==> src/rtl/imem_arbiter.sv <==
// Round-robin arbiter and byte-beat sequencer sharing one byte-wide instruction memory
// between fetch and the loader port. Define IMEM_ARB_MISALIGN_TRAP_EN to reject unaligned requests.
module imem_arbiter #(
    parameter int ADDR_W = 32
) (
    input  logic              clk,
    input  logic              rst,
    input  logic              f_req,
    input  logic [ADDR_W-1:0] f_addr,
    output logic              f_gnt,
    output logic              f_valid,
    output logic [31:0]       f_rdata,
    input  logic              l_req,
    input  logic              l_we,
    input  logic [ADDR_W-1:0] l_addr,
    input  logic [31:0]       l_wdata,
    output logic              l_gnt,
    output logic              l_valid,
    output logic [31:0]       l_rdata,
    output logic              err,
    output logic              m_en,
    output logic              m_we,
    output logic [ADDR_W-1:0] m_addr,
    output logic [7:0]        m_wdata,
    input  logic [7:0]        m_rdata
);

    typedef enum logic [1:0] {IDLE, BEAT, DRAIN, DONE} state_t;

    state_t            state, state_nxt;
    logic [1:0]        b;
    logic [ADDR_W-1:0] base;
    logic              we_q;
    logic [31:0]       wdata_q;
    logic              own_l;
    logic              prio_l;

    logic              any_req, win_l, accept, reject;
    logic [ADDR_W-1:0] win_addr;
    logic              capture;
    logic [1:0]        cap_idx;
    logic [31:0]       cap_word;

    always_comb begin
        any_req  = f_req | l_req;
        win_l    = l_req & (~f_req | prio_l);
        win_addr = win_l ? l_addr : f_addr;
`ifdef IMEM_ARB_MISALIGN_TRAP_EN
        reject   = any_req & (win_addr[1:0] != 2'b00);
`else
        reject   = 1'b0;
`endif
        accept   = any_req & ~reject;
    end

    always_ff @(posedge clk) begin
        if (!rst) state <= IDLE;
        else      state <= state_nxt;
    end

    always_comb begin
        state_nxt = state;
        m_en      = 1'b0;
        m_we      = 1'b0;
        m_addr    = '0;
        m_wdata   = 8'h00;
        f_valid   = 1'b0;
        l_valid   = 1'b0;
        case (state)
            IDLE: begin
                if (accept) state_nxt = BEAT;
            end
            BEAT: begin
                m_en   = 1'b1;
                m_we   = we_q;
                m_addr = base + {{(ADDR_W-2){1'b0}}, b};
                case (b)
                    2'd0:    m_wdata = wdata_q[31:24];
                    2'd1:    m_wdata = wdata_q[23:16];
                    2'd2:    m_wdata = wdata_q[15:8];
                    default: m_wdata = wdata_q[7:0];
                endcase
                if (b == 2'd3) state_nxt = DRAIN;
            end
            DRAIN: state_nxt = DONE;
            DONE: begin
                f_valid   = ~own_l;
                l_valid   = own_l;
                state_nxt = IDLE;
            end
            default: state_nxt = IDLE;
        endcase
    end

    // Read data arrives one cycle behind its beat, so byte b lands on the edge ending beat b+1
    // (or DRAIN for the last byte) and is merged straight into the owner's output word.
    always_comb begin
        capture  = ((state == BEAT) && (b != 2'd0)) || (state == DRAIN);
        cap_idx  = (state == DRAIN) ? 2'd3 : (b - 2'd1);
        cap_word = own_l ? l_rdata : f_rdata;
        case (cap_idx)
            2'd0:    cap_word[31:24] = m_rdata;
            2'd1:    cap_word[23:16] = m_rdata;
            2'd2:    cap_word[15:8]  = m_rdata;
            default: cap_word[7:0]   = m_rdata;
        endcase
    end

    always_ff @(posedge clk) begin
        if (!rst) begin
            f_gnt   <= 1'b0;
            l_gnt   <= 1'b0;
            err     <= 1'b0;
            prio_l  <= 1'b1;
            own_l   <= 1'b0;
            base    <= '0;
            we_q    <= 1'b0;
            wdata_q <= 32'h0;
            b       <= 2'd0;
            f_rdata <= 32'h0;
            l_rdata <= 32'h0;
        end else begin
            f_gnt <= 1'b0;
            l_gnt <= 1'b0;
            err   <= 1'b0;
            if (state == IDLE && any_req) begin
                f_gnt  <= ~win_l;
                l_gnt  <= win_l;
                err    <= reject;
                prio_l <= ~win_l;
            end
            if (state == IDLE && accept) begin
                own_l   <= win_l;
                base    <= win_addr;
                we_q    <= win_l & l_we;
                wdata_q <= l_wdata;
                b       <= 2'd0;
                if (win_l && l_we) l_rdata <= 32'h0;
            end else if (state == BEAT) begin
                b <= b + 2'd1;
            end
            if (capture && !we_q) begin
                if (own_l) l_rdata <= cap_word;
                else       f_rdata <= cap_word;
            end
        end
    end

endmodule

==> config.mk <==
export PLATFORM = sky130hd
export DESIGN_NAME = imem_arbiter
export DESIGN_NICKNAME = d
export VERILOG_FILES = /design/src/rtl/imem_arbiter.sv
export SDC_FILE = /design/constraint.sdc
export NUM_CORES = 1
export LEC_CHECK = 0
export ABC_AREA = 1
export CAP_MARGIN = 20
export CELL_PAD_IN_SITES_DETAIL_PLACEMENT = 1
export CELL_PAD_IN_SITES_GLOBAL_PLACEMENT = 2
export CORE_ASPECT_RATIO = 1.2
export CORE_MARGIN = 8
export CORE_UTILIZATION = 22
export DETAILED_ROUTE_END_ITERATION = 12
export HOLD_SLACK_MARGIN = 0.15
export PLACE_DENSITY = 0.85
export SYNTH_ARGS = -nofsm -noshare
export SYNTH_HDL_FRONTEND = slang
export SYNTH_SLANG_ARGS = --single-unit
==> constraint.sdc <==
create_clock -name clk -period 2 [get_ports clk]
set_input_delay 0.4 -clock clk [delete_from_list [all_inputs] [get_ports clk]]
set_output_delay 0.4 -clock clk [all_outputs]
set_load 0.01 [all_outputs]
==> results of run 1 <==
## what timing repair did
| action | 4_1_cts | 5_1_grt |
|---|---|---|
| endpoints found under the setup margin | 108 | 103 |
| resized for setup | 267 | 107 |
| setup buffers | 11 | 13 |
| hold buffers | 0 | 0 |
| pin swaps | 25 | 38 |
## stage by stage
stage | setup TNS (ps) | area [sq um]
after floorplan | 0 | 7520
after global placement | -14610 | 10900
after detailed placement | -20660 | 10900
after CTS | -14600 | 11800
after global routing | -17460 | 12200
final | -13630 | 12200
## sequential cells by signal, summed over array words and instances, names as in the netlist, 2 cells and up
signal and cells:
b 2, base 32, f_rdata 32, l_rdata 32
state 2, wdata_q 32
## cell usage after synthesis, types with 2 or more instances
| cell | instances | area, sq um |
|---|---|---|
| a21oi_1 | 51 | 255 |
| a31oi_1 | 25 | 156 |
| buf_1 | 10 | 37.5 |
| buf_2 | 30 | 150 |
| buf_4 | 8 | 60.1 |
| buf_6 | 2 | 22.5 |
| clkbuf_1 | 12 | 45.0 |
| dfxtp_1 | 137 | 2740 |
| ha_1 | 11 | 138 |
| inv_1 | 115 | 432 |
| inv_2 | 6 | 22.5 |
| nand2_1 | 494 | 1850 |
| nand2_2 | 3 | 18.8 |
| nand3_1 | 63 | 315 |
| nor2_1 | 146 | 548 |
| nor2_4 | 4 | 45.0 |
| nor3_1 | 7 | 35.0 |
| o211ai_1 | 15 | 113 |
| o21ai_0 | 52 | 260 |
| o21ai_1 | 20 | 100 |
| o21ai_2 | 2 | 17.5 |
| o22ai_1 | 2 | 12.5 |
| xor2_1 | 3 | 26.3 |
## kinds of logic after synthesis
group,share of synthesized area
and+or+nand+nor,0.382
buffers and inverters,0.103
AOI/OAI and AO/OA,0.123
DFF,0.365
adders and majority gates,0.0210
xor gates and xnor gates,0.00467
other,0.000499
## tightest hold or removal path, stage by stage
cell and delay [ps]:
buf_4 190, nand3_1 110, nand2_1 50
## cell type report
class	instances	area share
clock buffers	19	0.0362
diodes	1	0.000205
inverters	122	0.0393
flip-flops and latches	137	0.227
repair buffers	343	0.267
well taps	456	0.0466
multi-input cells	909	0.370
clock inverters	13	0.0136
## metal layers
metal	global-route usage	part of all wire	vias to the layer above
li1	-	-	4440
met3	0.0324	0.049	39
met2	0.284	0.50	204
met1	0.194	0.43	4208
met5	0	0.00039	-
met4	0.0521	0.022	2
## where the power goes
group | leakage (nW) | internal, mW | total (mW) | switching [mW]
clock | 0.290 | 2.01 | 3.36 | 1.35
combinational | 3.82 | 2.92 | 6.49 | 3.57
sequential | 1.13 | 3.49 | 4.13 | 0.640
total | 5.24 | 8.41 | 14.0 | 5.56
## worst min path at each step
stage,from,endpoint,slack (ps),cells after the start
2_1_floorplan,wdata_q[0],wdata_q[0],410,2
3_5_place_dp,wdata_q[14],wdata_q[14],430,2
6_report,rst,wdata_q[6],370,3
5_1_grt,rst,wdata_q[6],360,3
4_1_cts,rst,wdata_q[6],350,3
3_3_place_gp,wdata_q[5],wdata_q[5],430,2
==> out/qor.yml, run 1 <==
run_status:
  outcome: "complete, but fails checks"
  violations: "setup timing"
global_routing:
  grt_pass1_vias: 9288
  grt_overflow: 0
  grt_pass1_wl_mm: 51.2
  antenna_found_initial: 2
  grt_max_degree: 92
  grt_use_total: 0.162
final_layout:
  final_cell_mix: "nand2_1, clkdlybuf4s50_1, nor2_1"
  ff_latch_area_sq_um: 2770
  multi_input_area_sq_um: 4530
  fin_util: 0.361
  layoutNonFillerInstCount: 2000
  layout_commonest_cell: "nand2_1"
  fill_cells: 4251
  layout-drive-gt1-share: 0.217
  area.growth.synth_to_final_pct: 62.9
  layout.nets: 1651
power_and_ir_drop:
  power_density_nw_per_um2: 1140
  power.leakage_nw: 5.24
  ir_drop_mv: 0.477
  total_power_mw: 14.0
synthesis:
  synth.yosys.seq_area_share: 0.365
  synthDistinctLibCells: 35
  synthArstFlopShare: 0
  syn_avg_cell_area_sq_um: 6.11
  ys_warn_count: 0
  ys_ff_latch: 137
  syn-num-nets: 1351
  synth_ff_type: "dfxtp_1"
  synth_area_sq_um: 7510
  synth-edff-count: 0
  netlist_instances: 1230
timing:
  finalCritPeriodShare: 1.27
  finalWorstSetupSlack_ps: -547
  grt_setup_unrepaired: "yes"
  setup_violations: 39
  max_freq_mhz: 393
  tightest_slew_ps: 498
  finalHoldViolations: 0
  fin_worst_skew_ps: 10.1
  drv_slew: 0
  min_period_ps: 2550
  hold_slack_ps: 373
  relSlewSlack: 0.664
floorplanning:
  ios: 220
  die-area_sq_um: 40300
  start_util: 0.222
  core_sq_um: 33900
  die_h_um: 218
  row_count: 74
  fp.dieW_um: 185
clocking:
  cts_tree: "done"
  cts_root_buffer: "clkbuf_16"
  cts.reportedPaths.clkPinSlew_ps: 70
  clkLatencyLatePin_ps: 430
  cts_buffers: 17
  cts_htree_levels: 4
  clockBufferDepth: 2
  cts_sinks: 137
drt:
  wl_per_cell_um: 16.7
  drt_iter0_drc: 342
  num_vias: 8893
  ant_nets: 0
  drc: 0
  firstDrtPassIters: 4
  vias_per_cell: 4.45
  drt_wl_total_mm: 33.3
worst_setup_path:
  rrSetupSlack_ps: 110
  cp-end-kind: "output port"
  path_common_cell: "nand2_4"
  crit_path_max_fanout: 3
  critPathArrivalTime_ps: 2150
  cpLargestDelayFamily: "buffers and inverters"
  worstSetupPathType: "reg2out"
  critPathCapture: "m_addr[8]"
  r2r-end: "f_rdata[31]"
  worstSetupStartpointType: "flop"
  crit_slowest_cell: "fa_2"
  required_ps: 1600
  path_depth: 10
  worstPathCellList: "buf_6, fa_2, nand2_4, inv_4, nand2_4, nor3_4, buf_4, xnor2_2, nor2_1, buf_2"
  rr_worst_depth: 12
  cpPeakStageDelay_ps: 440
  path_buf_inv: 4
  r2r-start: "b[1]"
  startpoint: "b[1]"
placed_design:
  place_congestion: 0.841
  place_ws_ps: -657
  hpwl_mm: 23.9
  port_buffers: 218
  placedCellCount: 1945
job:
  maxCapViolCount: 0
hold_path:
  hold_class: "in2reg"
No activity file was read; power rests on OpenSTA's default activity.
==> run 2, diff against run 1 <==
HOLD_SLACK_MARGIN = 0.02   (was 0.15)
SETUP_SLACK_MARGIN = 0.2   (was unset)
==> run 2 against run 1 <==
Compared with the run above:
- the flow still finishes with violations (setup timing)
- count of clock-buffer cells in the layout grew 1
- via count rose by 4.1%
- register-to-register slack got worse by 550 ps
- cell count increased by 2.4%
- combinational power rose by 24%
- cell area up 9.8%
- sequential share of layout area shrank 2.1 points
- non-clock buffer count increased by 47
- clock skew up 1.7 ps
- largest power group unchanged
==> out/qor.yml, run 2 (synthesized netlist as in run 1, its figures left out) <==
floorplanning:
  die_h_um: 218  # unchanged
  fp.dieW_um: 185  # unchanged
  row_count: 74  # unchanged
  start_util: 0.222  # unchanged
  ios: 220  # unchanged
  die-area_sq_um: 40300  # unchanged
  core_sq_um: 33900  # unchanged
drt:
  drc: 0  # unchanged
  firstDrtPassIters: 5  # was 4
  vias_per_cell: 4.52  # was 4.45
  wl_met1_mm: 15.4  # was 14.4 mm
  highest_layer: "met5"  # unchanged
  wl_met2_mm: 18.1  # was 16.6 mm
  drt_iter0_drc: 429  # was 342
  met3_length_mm: 1.70  # was 1.63 mm
  num_vias: 9257  # was 8893
  ant_nets: 0  # unchanged
  wl_per_cell_um: 17.7  # was 16.7 um
  drt_wl_total_mm: 36.3  # was 33.3 mm
power_and_ir_drop:
  intPower_mw: 9.33  # was 8.41 mW
  sw_frac_of_total: 0.401  # was 0.398
  total_power_mw: 15.6  # was 14.0 mW
  clockPowerShare: 0.221  # was 0.240
  pwr-share-seq: 0.265  # was 0.295
  ir_drop_mv: 0.497  # was 0.477 mV
  power_density_nw_per_um2: 1160  # was 1140 nW/um^2
  combPwrFrac: 0.515  # was 0.464
  power.leakage_nw: 6.17  # was 5.24 nW
  p_switching_mw: 6.25  # was 5.56 mW
global_routing:
  grt_pass1_vias: 9823  # was 9288
  antenna_found_initial: 2  # unchanged
  grt_max_degree: 85  # was 92
  grt_use_total: 0.174  # was 0.162
  grt_pass1_wl_mm: 54.6  # was 51.2 mm
  grt_overflow: 0  # unchanged
placed_design:
  placedCellCount: 1945  # unchanged
  place_ws_ps: -479  # was -657 ps
  port_buffers: 218  # unchanged
  hpwl_mm: 24.1  # was 23.9 mm
  dpl-instance-area_sq_um: 11000  # was 10900 sq um
  place_congestion: 0.843  # was 0.841
timing:
  hold_slack_ps: 383  # was 373 ps
  setup_tns_ps: -35140  # was -13630 ps
  fin_worst_skew_ps: 11.8  # was 10.1 ps
  finalWorstSetupSlack_ps: -559  # was -547 ps
  setup_violations: 103  # was 39
  min_period_ps: 2560  # was 2550 ps
  max_freq_mhz: 391  # was 393 MHz
  finalHoldViolations: 0  # unchanged
  drv_slew: 0  # unchanged
  finalCritPeriodShare: 1.28  # was 1.27
  grt_setup_unrepaired: "yes"  # unchanged
worst_setup_path:
  cp-end-kind: "output port"  # unchanged
  worstSetupStartpointType: "flop"  # unchanged
  required_ps: 1600  # about the same
  critPathArrivalTime_ps: 2160  # was 2150 ps
  rr_worst_depth: 19  # was 12
  crit_slowest_cell: "fa_2"  # unchanged
  cpPeakStageDelay_ps: 410  # was 440 ps
  worstPathCellList: "ha_4, fa_2, buf_6, nand2_4, buf_6, nor3_2, buf_4, nor3_2, buf_4"  # was buf_6, fa_2, nand2_4, inv_4, nand2_4, nor3_4, buf_4, xnor2_2, nor2_1, buf_2
  worstSetupPathType: "reg2out"  # unchanged
  crit_path_max_fanout: 3  # unchanged
clocking:
  cts_buffers: 17  # unchanged
  cts_tree: "done"  # unchanged
  cts_root_buffer: "clkbuf_16"  # unchanged
  cts_htree_levels: 4  # unchanged
  cts_sinks: 137  # unchanged
  clockBufferDepth: 2  # unchanged
  clkLatencyLatePin_ps: 440  # was 430 ps
  cts.reportedPaths.clkPinSlew_ps: 70  # about the same
final_layout:
  fin_util: 0.396  # was 0.361
  layoutNonFillerInstCount: 2048  # was 2000
  layout_commonest_cell: "nand2_1"  # unchanged
  layout-drive-gt1-share: 0.275  # was 0.217
  multi_input_area_sq_um: 4780  # was 4530 sq um
  final_cell_mix: "nand2_1, clkdlybuf4s50_1, dfxtp_1"  # was nand2_1, clkdlybuf4s50_1, nor2_1
  ff_latch_area_sq_um: 2760  # was 2770 sq um
  layout.nets: 1699  # was 1651
  stdcell_area_sq_um: 13400  # was 12200 sq um
  fill_cells: 4204  # was 4251
  area.growth.synth_to_final_pct: 78.8  # was 62.9%
job:
  maxCapViolCount: 0  # unchanged
hold_path:
  hold_class: "in2reg"  # unchanged
  hold_depth: 3  # unchanged
run_status:
  violations: "setup timing"  # unchanged
  outcome: "complete, but fails checks"  # unchanged
==> run 2: cell count changes in the layout (fill, tap and decap cells not counted), sizes merged <==
cell,before,now
clkdlybuf4s15,0,2
clkinvlp,3,5
clkinv,4,1
clkbuf,19,22
clkdlybuf4s50,173,130
nand2,498,499
dlymetal6s2s,0,18
dlygate4sd2,2,25
buf,168,213
==> run 2: final cells by class <==
| class | instances | share of cell area |
|---|---|---|
| Antenna cell | 1 | 0.000186 |
| Clock buffer | 20 | 0.0340 |
| Clock inverter | 12 | 0.0121 |
| Inverter | 122 | 0.0367 |
| Multi-Input combinational cell | 910 | 0.356 |
| Sequential cell | 137 | 0.205 |
| Tap cell | 456 | 0.0425 |
| Timing Repair Buffer | 390 | 0.313 |
==> run 2: path summary, 6_finish.rpt <==
check | slack, ps | start | to
max | -560 | b[0] | m_addr[14]
min | 380 | rst | state[0]
max reg2reg | -440 | b[0] | f_rdata[4]
min reg2reg | 460 | wdata_q[9] | wdata_q[9]
==> run 2: routing by layer <==
metal,vias to the layer above,track usage
li1,4554,-
met5,-,0
met4,2,0.0676
met3,54,0.0405
met2,200,0.302
met1,4447,0.205
==> run 2: power by group through the flow <==
stage,combinational [mW],clock [mW],sequential (mW)
floorplan,3.21,0,4.09
global placement,6.14,0,4.10
detailed placement,6.29,0,4.11
CTS,7.56,3.51,4.08
global route,8.77,3.64,4.21
finish,8.02,3.44,4.12
==> run 2: what timing repair did <==
item                                    4_1_cts  5_1_grt
endpoints found under the setup margin      142      135
pin swaps                                    87       52
hold endpoints to repair                      0        0
hold buffers                                  0        0
resized for setup                           390      131
cloned                                       16        2
buffers inserted                             34       18
==> run 2: worst max-delay path, delay by kind of cell (launching register included) <==
family / cells / cell delay [ps]
adder cells (fa/ha/maj): 2 / 570
flip-flops: 1 / 350
buffers and inverters: 4 / 540
AND/OR/NAND/NOR: 3 / 260
